**src/rtl/vedic_div_8by4.sv**
```systemverilog
// vedic_div_8by4: sequential restoring divider, 2N-bit dividend by N-bit divisor.
// One subtract/shift step per clock, MSB first. Operands and results use
// valid/ready handshakes. A zero divisor skips the subtract steps and reports
// quotient = all ones, remainder = dividend[N-1:0] and div_zero = 1.
module vedic_div_8by4 #(
    parameter int N = 4
) (
    input  logic           clk,
    input  logic           rst_n,
    input  logic           in_valid,
    output logic           in_ready,
    input  logic [2*N-1:0] dividend,
    input  logic [N-1:0]   divisor,
    output logic           out_valid,
    input  logic           out_ready,
    output logic [2*N-1:0] quotient,
    output logic [N-1:0]   remainder,
    output logic           div_zero
);

    localparam int CNT_W = $clog2(2 * N);
    localparam logic [CNT_W-1:0] LAST_STEP = CNT_W'(2 * N - 1);

    localparam logic [1:0] S_IDLE = 2'd0;
    localparam logic [1:0] S_CALC = 2'd1;
    localparam logic [1:0] S_DONE = 2'd2;

    logic [1:0]       r_state;
    logic [2*N-1:0]   r_dvd;    // dividend bits shift out the top, quotient bits shift in the bottom
    logic [N-1:0]     r_dvs;
    logic [N:0]       r_rem;    // partial remainder, one guard bit wide
    logic [CNT_W-1:0] r_cnt;
    logic             r_zero;   // accepted divisor was zero

    logic [N:0]       w_shift;
    logic             w_qbit;
    logic [N:0]       w_rem_nxt;

    // One restoring step: bring in the next dividend bit, subtract if it fits.
    // NOTE: continuous assigns cover every bit on every path, so no latch can form here.
    assign w_shift   = {r_rem[N-1:0], r_dvd[2*N-1]};
    assign w_qbit    = (w_shift >= {1'b0, r_dvs});
    assign w_rem_nxt = w_qbit ? (w_shift - {1'b0, r_dvs}) : w_shift;

    assign in_ready  = (r_state == S_IDLE);
    assign out_valid = (r_state == S_DONE);

    // Control FSM, datapath registers and result registers.
    // NOTE: all state uses non-blocking assignment so every register samples pre-edge values.
    always_ff @(posedge clk or negedge rst_n) begin
        if (!rst_n) begin
            r_state   <= S_IDLE;
            r_dvd     <= '0;
            r_dvs     <= '0;
            r_rem     <= '0;
            r_cnt     <= '0;
            r_zero    <= 1'b0;
            quotient  <= '0;
            remainder <= '0;
            div_zero  <= 1'b0;
        end else begin
            case (r_state)
                S_IDLE: begin
                    if (in_valid) begin
                        r_dvd   <= dividend;
                        r_dvs   <= divisor;
                        r_rem   <= '0;
                        r_cnt   <= '0;
                        r_zero  <= (divisor == '0);
                        r_state <= S_CALC;
                    end
                end
                S_CALC: begin
                    if (r_zero) begin
                        // Zero divisor: single pass-through cycle so out_valid rises after E1.
                        quotient  <= '1;
                        remainder <= r_dvd[N-1:0];
                        div_zero  <= 1'b1;
                        r_state   <= S_DONE;
                    end else begin
                        r_rem <= w_rem_nxt;
                        r_dvd <= {r_dvd[2*N-2:0], w_qbit};
                        r_cnt <= r_cnt + CNT_W'(1);
                        if (r_cnt == LAST_STEP) begin
                            quotient  <= {r_dvd[2*N-2:0], w_qbit};
                            remainder <= w_rem_nxt[N-1:0];
                            div_zero  <= 1'b0;
                            r_state   <= S_DONE;
                        end
                    end
                end
                S_DONE: begin
                    if (out_ready) begin
                        r_state <= S_IDLE;
                    end
                end
                default: r_state <= S_IDLE;
            endcase
        end
    end

endmodule

```
**config.mk**
```make
export PLATFORM = sky130hd
export DESIGN_NAME = vedic_div_8by4
export DESIGN_NICKNAME = d
export VERILOG_FILES = /design/src/rtl/vedic_div_8by4.sv
export SDC_FILE = /design/constraint.sdc
export NUM_CORES = 1
export LEC_CHECK = 0
export CORE_UTILIZATION = 40
export CTS_CLUSTER_DIAMETER = 120
export DETAILED_ROUTE_END_ITERATION = 8
export PLACE_DENSITY_LB_ADDON = 0.15
export SETUP_SLACK_MARGIN = 0.3
export SLEW_MARGIN = 10
export SYNTH_ARGS = -nofsm -noshare
export SYNTH_HDL_FRONTEND = slang
export SYNTH_SLANG_ARGS = --single-unit
```
**constraint.sdc**
```tcl
create_clock -name clk -period 5 [get_ports clk]
set_input_delay 1 -clock clk [delete_from_list [all_inputs] [get_ports clk]]
set_output_delay 1 -clock clk [all_outputs]
set_load 0.03 [all_outputs]
```
# Yosys cells after proc, flatten, opt, wreduce, memory -nomap -nowiden
# Index checks and enable logic that the tools add are counted.
[classes] n_addsub=2 magnitude_cmp=1 n_eq_ne=7 muxes=21 reduce_logical=8
[op_table] op="two-way mux 8 bit" count=4
[op_table] op="two-way mux 4 bit" count=5
[op_table] op="one-hot mux 8 bit (2 select lines)" count=1
[op_table] op="two-way mux 2 bit" count=4
[op_table] op="one-hot mux 4 bit (2 select lines)" count=1
[op_table] op="two-way mux 3 bit" count=2
[op_table] op="one-hot mux 2 bit (3 select lines)" count=1
[op_table] op="one-hot mux 3 bit (2 select lines)" count=1
[op_table] op="AND reduction 3 bit" count=2
[op_table] op=">= comparator 5 x 4 -> 1 bit" count=1
[op_table] op="logical NOT 4 bit" count=1
[op_table] op="!= test 2 bit, second input constant" count=2
[op_table] op="AND reduction 2 bit" count=2
[op_table] op="nonzero test 2 bit" count=2
[op_table] op="subtractor 4 bit" count=1
[op_table] op="adder 3 x 1 -> 3 bit, second input constant" count=1
[op_table] op="== test 3 bit, second input constant" count=1
[op_table] op="!= test 3 bit, second input constant" count=1
[op_table] op="== test 2 x 1 -> 1 bit, second input constant" count=1
[op_table] op="== test 2 bit, second input constant" count=1
[op_table] op="logical NOT 2 bit" count=1
[op_table] op="two-way mux 1 bit" count=2
[op_table] op="!= test 2 x 1 -> 1 bit, second input constant" count=1
[word_totals] register_bits=35 in_bits=16 output_inout_bits=15 word_cells=48

# Logic depth before layout (Yosys ltp)
[depth] depth_word=4 depth_mapped=7 ltp_nobuf=7

# Least setup slack after synthesis
# Ideal clock, no wire load.
[synth_path] path_kind="register to output" from="register r_state[0]" to="output in_ready" arrival_ns=0.851 required_ns=4.000 path_slack_ns=3.149 path_stages_with_launch=2 n_path_buf=0 cell_sequence="dfrtp_1 nor2_1"
[synth_between] elab_chain_len=1
[synth_rtl] item="start, declared" line_no="28" text="logic [1:0] r_state;"
[synth_rtl] item="start signal, assigned" line_no="52" text="r_state <= S_IDLE;"
[synth_rtl] item="start signal, assigned" line_no="70" text="r_state <= S_CALC;"
[synth_rtl] item="start signal, assigned" line_no="79" text="r_state <= S_DONE;"
[synth_rtl] item="logical NOT 2 bit" line_no="45" text="assign in_ready = (r_state == S_IDLE);"
[synth_rtl] item="end, declared" line_no="11" text="output logic in_ready,"
# Every way passes these cells.

# Worst setup path after layout
[layout_path] from="register r_state[0]" to="output out_valid"
[layout_between] elab_chain_len=1
[layout_rtl] item="== test 2 bit" line_no="46" text="assign out_valid = (r_state == S_DONE);"
[layout_rtl] item="end, declared" line_no="14" text="output logic out_valid,"
# Every way passes these cells.

==> impl_metrics.json <==
{
  "tightestPinTransition_ns": 0.993,
  "ys.flop_type": "dfrtp_1",
  "power.density_nw_per_um2": 741,
  "grt_overflow": 0,
  "synth_top_family_by_area": "compound AO/OA/AOI/OAI gates",
  "cts_tree": "done",
  "drt-total-wl_um": 3430,
  "initial_core_util_pct": 42.3,
  "min_period_over_period_pct": 52.2,
  "fin_area_um2": 2160,
  "clockBufferDepth": 2,
  "maxSlewHeadroom_pct": 33.7,
  "ant_nets": 0,
  "muxShareOfSynthArea_pct": 7.96,
  "min_from": "quotient[2]$_DFFE_PN0P_",
  "yosys-top-cells-area": "dfrtp_1 51%, o21ai_0 8.4%, mux2i_1 5.8%, nand2_1 5.6%, ha_1 4.3%",
  "cp-startpoint": "r_state[0]$_DFFE_PN0P_",
  "area_growth_pct": 24.8,
  "dp_hpwl_um": 2480,
  "yosysTopAreaCell": "dfrtp_1",
  "dieHeight_um": 67.8,
  "min-delay-path-class": "flop to flop",
  "drt-pass1-iter-count": 4,
  "io_pins": 31,
  "fp-row-count": 23,
  "end_kind": "output pin",
  "dp_cells": 249,
  "post_cts_buffers": 0,
  "cts_made_buffers": 5,
  "wl_per_cell_um": 13.3,
  "r2r.worst_path.cells": 4,
  "finClkSkew_ns": 0.00643,
  "startpoint_type": "flop",
  "grt_max_degree": 36,
  "synth_seq_cells": 35,
  "core_um2": 4090,
  "cts_resized": 0,
  "worst_ep_arrival_time_ns": 1.61,
  "leakage_nw": 0.998,
  "finalPower_mw": 1.60,
  "regToRegStartpoint": "r_state[0]$_DFFE_PN0P_",
  "crit_type": "flop to output pin",
  "status": "finished clean",
  "worstSetupPathDepth": 3,
  "final_cells": 257,
  "nets": 229,
  "syn_area_per_cell_um2": 9.77,
  "drt_iter0_markers": 65,
  "syn_nets": 200,
  "clk_latency_ns": 0.28,
  "required_ns": 4.00,
  "crit_buf_inv": 2,
  "yosysWarningCount": 0,
  "clock-sinks": 35,
  "rsz0062_at_grt": "no",
  "cp_max_fo": 7,
  "path_delay_family": "buffers and inverters",
  "root_buffer": "clkbuf_8",
  "chipWidth_um": 67.8,
  "setup_viol": 0,
  "vias": 1302,
  "via_per_inst": 5.07,
  "grt_usage_pct": 17.2,
  "cap_violations": 0,
  "port-buffer-count": 30,
  "drc_errors": 0,
  "synthAdderAreaFrac_pct": 5.50,
  "synth_cells": 177,
  "critPathSlowestCell": "clkdlybuf4s50_1",
  "syn_area_um2": 1730,
  "async_flop_share_pct": 100,
  "fin_crit_ns": 2.61,
  "yosys.area.top_type_share_pct": 50.7,
  "max_freq_mhz": 383,
  "min_path_cells": 2,
  "grt_pass1_vias": 1288,
  "gp_congestion": 0.738,
  "h-tree-depth": 2,
  "cp_slowest_stage_delay_ns": 0.67,
  "dpl_cell_area_um2": 2050,
  "synth_xor_xnor_area_share_pct": 0.507,
  "antenna_found_initial": 0,
  "ctsHoldBuffers": 0,
  "path_cells": "nand2b_1, inv_1, clkdlybuf4s50_1",
  "synth_compound_area_share_pct": 16.2,
  "clkTransAtPathRegs_ns": 0.07,
  "die_area_um2": 4590,
  "yosysUniqueCellTypes": 30,
  "report.final.slew_viol_count": 0,
  "synth-seq-area-share_pct": 50.7,
  "final_hold_viol_count": 0,
  "peakVddDrop_uv": 320,
  "grt_pass1_wl_um": 5700,
  "synth-edff-count": 0,
  "antennaDiodeCount": 0,
  "finalSetupTns_ns": 0,
  "final_layout_size_suffix_gt1_share_pct": 8.70,
  "synth_simple_gate_area_share_pct": 14.6
}
## per-stage QoR
step / setup slack (ns) / utilization [%] / hold slack [ns]
finish: 2.39 / 52.8 / 0.480
global placement: 2.59 / 50.3 / 0.465
detailed placement: 2.51 / 50.3 / 0.472
floorplan: 3.15 / - / 0.450
CTS: 2.39 / 52.7 / 0.488
global route: 2.32 / 52.8 / 0.524
## path summary, 6_finish.rpt
kind	slack, ns	to
setup / recovery	2.39	out_valid
min in group asynchronous	1.12	quotient[3]$_DFFE_PN0P_
hold / removal	0.48	quotient[2]$_DFFE_PN0P_
max in group asynchronous	3.56	r_cnt[2]$_DFFE_PN0P_
setup reg to reg	2.81	remainder[2]$_DFFE_PN0P_
hold reg to reg	0.48	quotient[2]$_DFFE_PN0P_
## sequential cells by signal (all words and copies together), names as in the netlist
signal     flops
remainder      4
r_rem          4
div_zero       1
r_cnt          3
quotient       8
r_dvs          4
r_dvd          8
r_zero         1
r_state        2
## Yosys cell counts (all sizes together) (3+ instances only)
cell type	n
dfrtp	35
o21ai	32
nand2	26
nor2	13
mux2i	10
inv	9
a21oi	8
ha	6
nand2b	6
clkbuf	5
and3	4
buf	4
a22o	3
mux2	3
## placed cells by master (no fill, tap or decap), types with 2 or more instances in the layout
master,n
inv_1,9
nor2_1,13
nand2_1,26
dfrtp_1,35
mux2i_1,10
and3_1,4
clkbuf_8,7
ha_1,6
a21oi_1,8
o21ai_2,4
mux2_2,2
clkdlybuf4s50_1,30
o21ai_0,28
nand2b_1,6
a22o_1,3
## layer usage
| metal | GRT usage (%) | vias to the layer above | routed length (um) |
|---|---|---|---|
| met2 | 26.6 | 34 | 1530 |
| met1 | 22.5 | 601 | 1720 |
| met3 | 4.05 | 4 | 136 |
| li1 | - | 663 | - |
| met5 | 0 | - | 0 |
| met4 | 8.24 | 0 | 34 |
## worst reg2reg max path: stages (launching register included)
cell and delay, ns:
dfrtp_1 0.43, nor2b_1 0.81, o21ai_2 0.46, a21oi_1 0.26, o21ai_0 0.11
## cell type report
type | count | area [um^2]
Timing Repair Buffer | 31 | 308
Multi-Input combinational cell | 124 | 778
Tap cell | 50 | 62.6
Inverter | 9 | 33.8
Clock buffer | 8 | 100
Fill cell | 362 | 1930
Sequential cell | 35 | 876
## where the power goes
| part | switching (mW) | total [mW] | internal (mW) |
|---|---|---|---|
| Combinational | 0.497 | 0.860 | 0.364 |
| Sequential | 0.0997 | 0.520 | 0.420 |
| Clock | 0.0935 | 0.219 | 0.126 |
## logic make-up after synthesis
kind of cell | after synthesis
simple gates | 55
compound gates | 48
flops | 35
buf+inv | 18
mux | 13
fa+ha+maj | 7
xor+xnor | 1
Note: power is estimated with default switching activity, not from simulation.
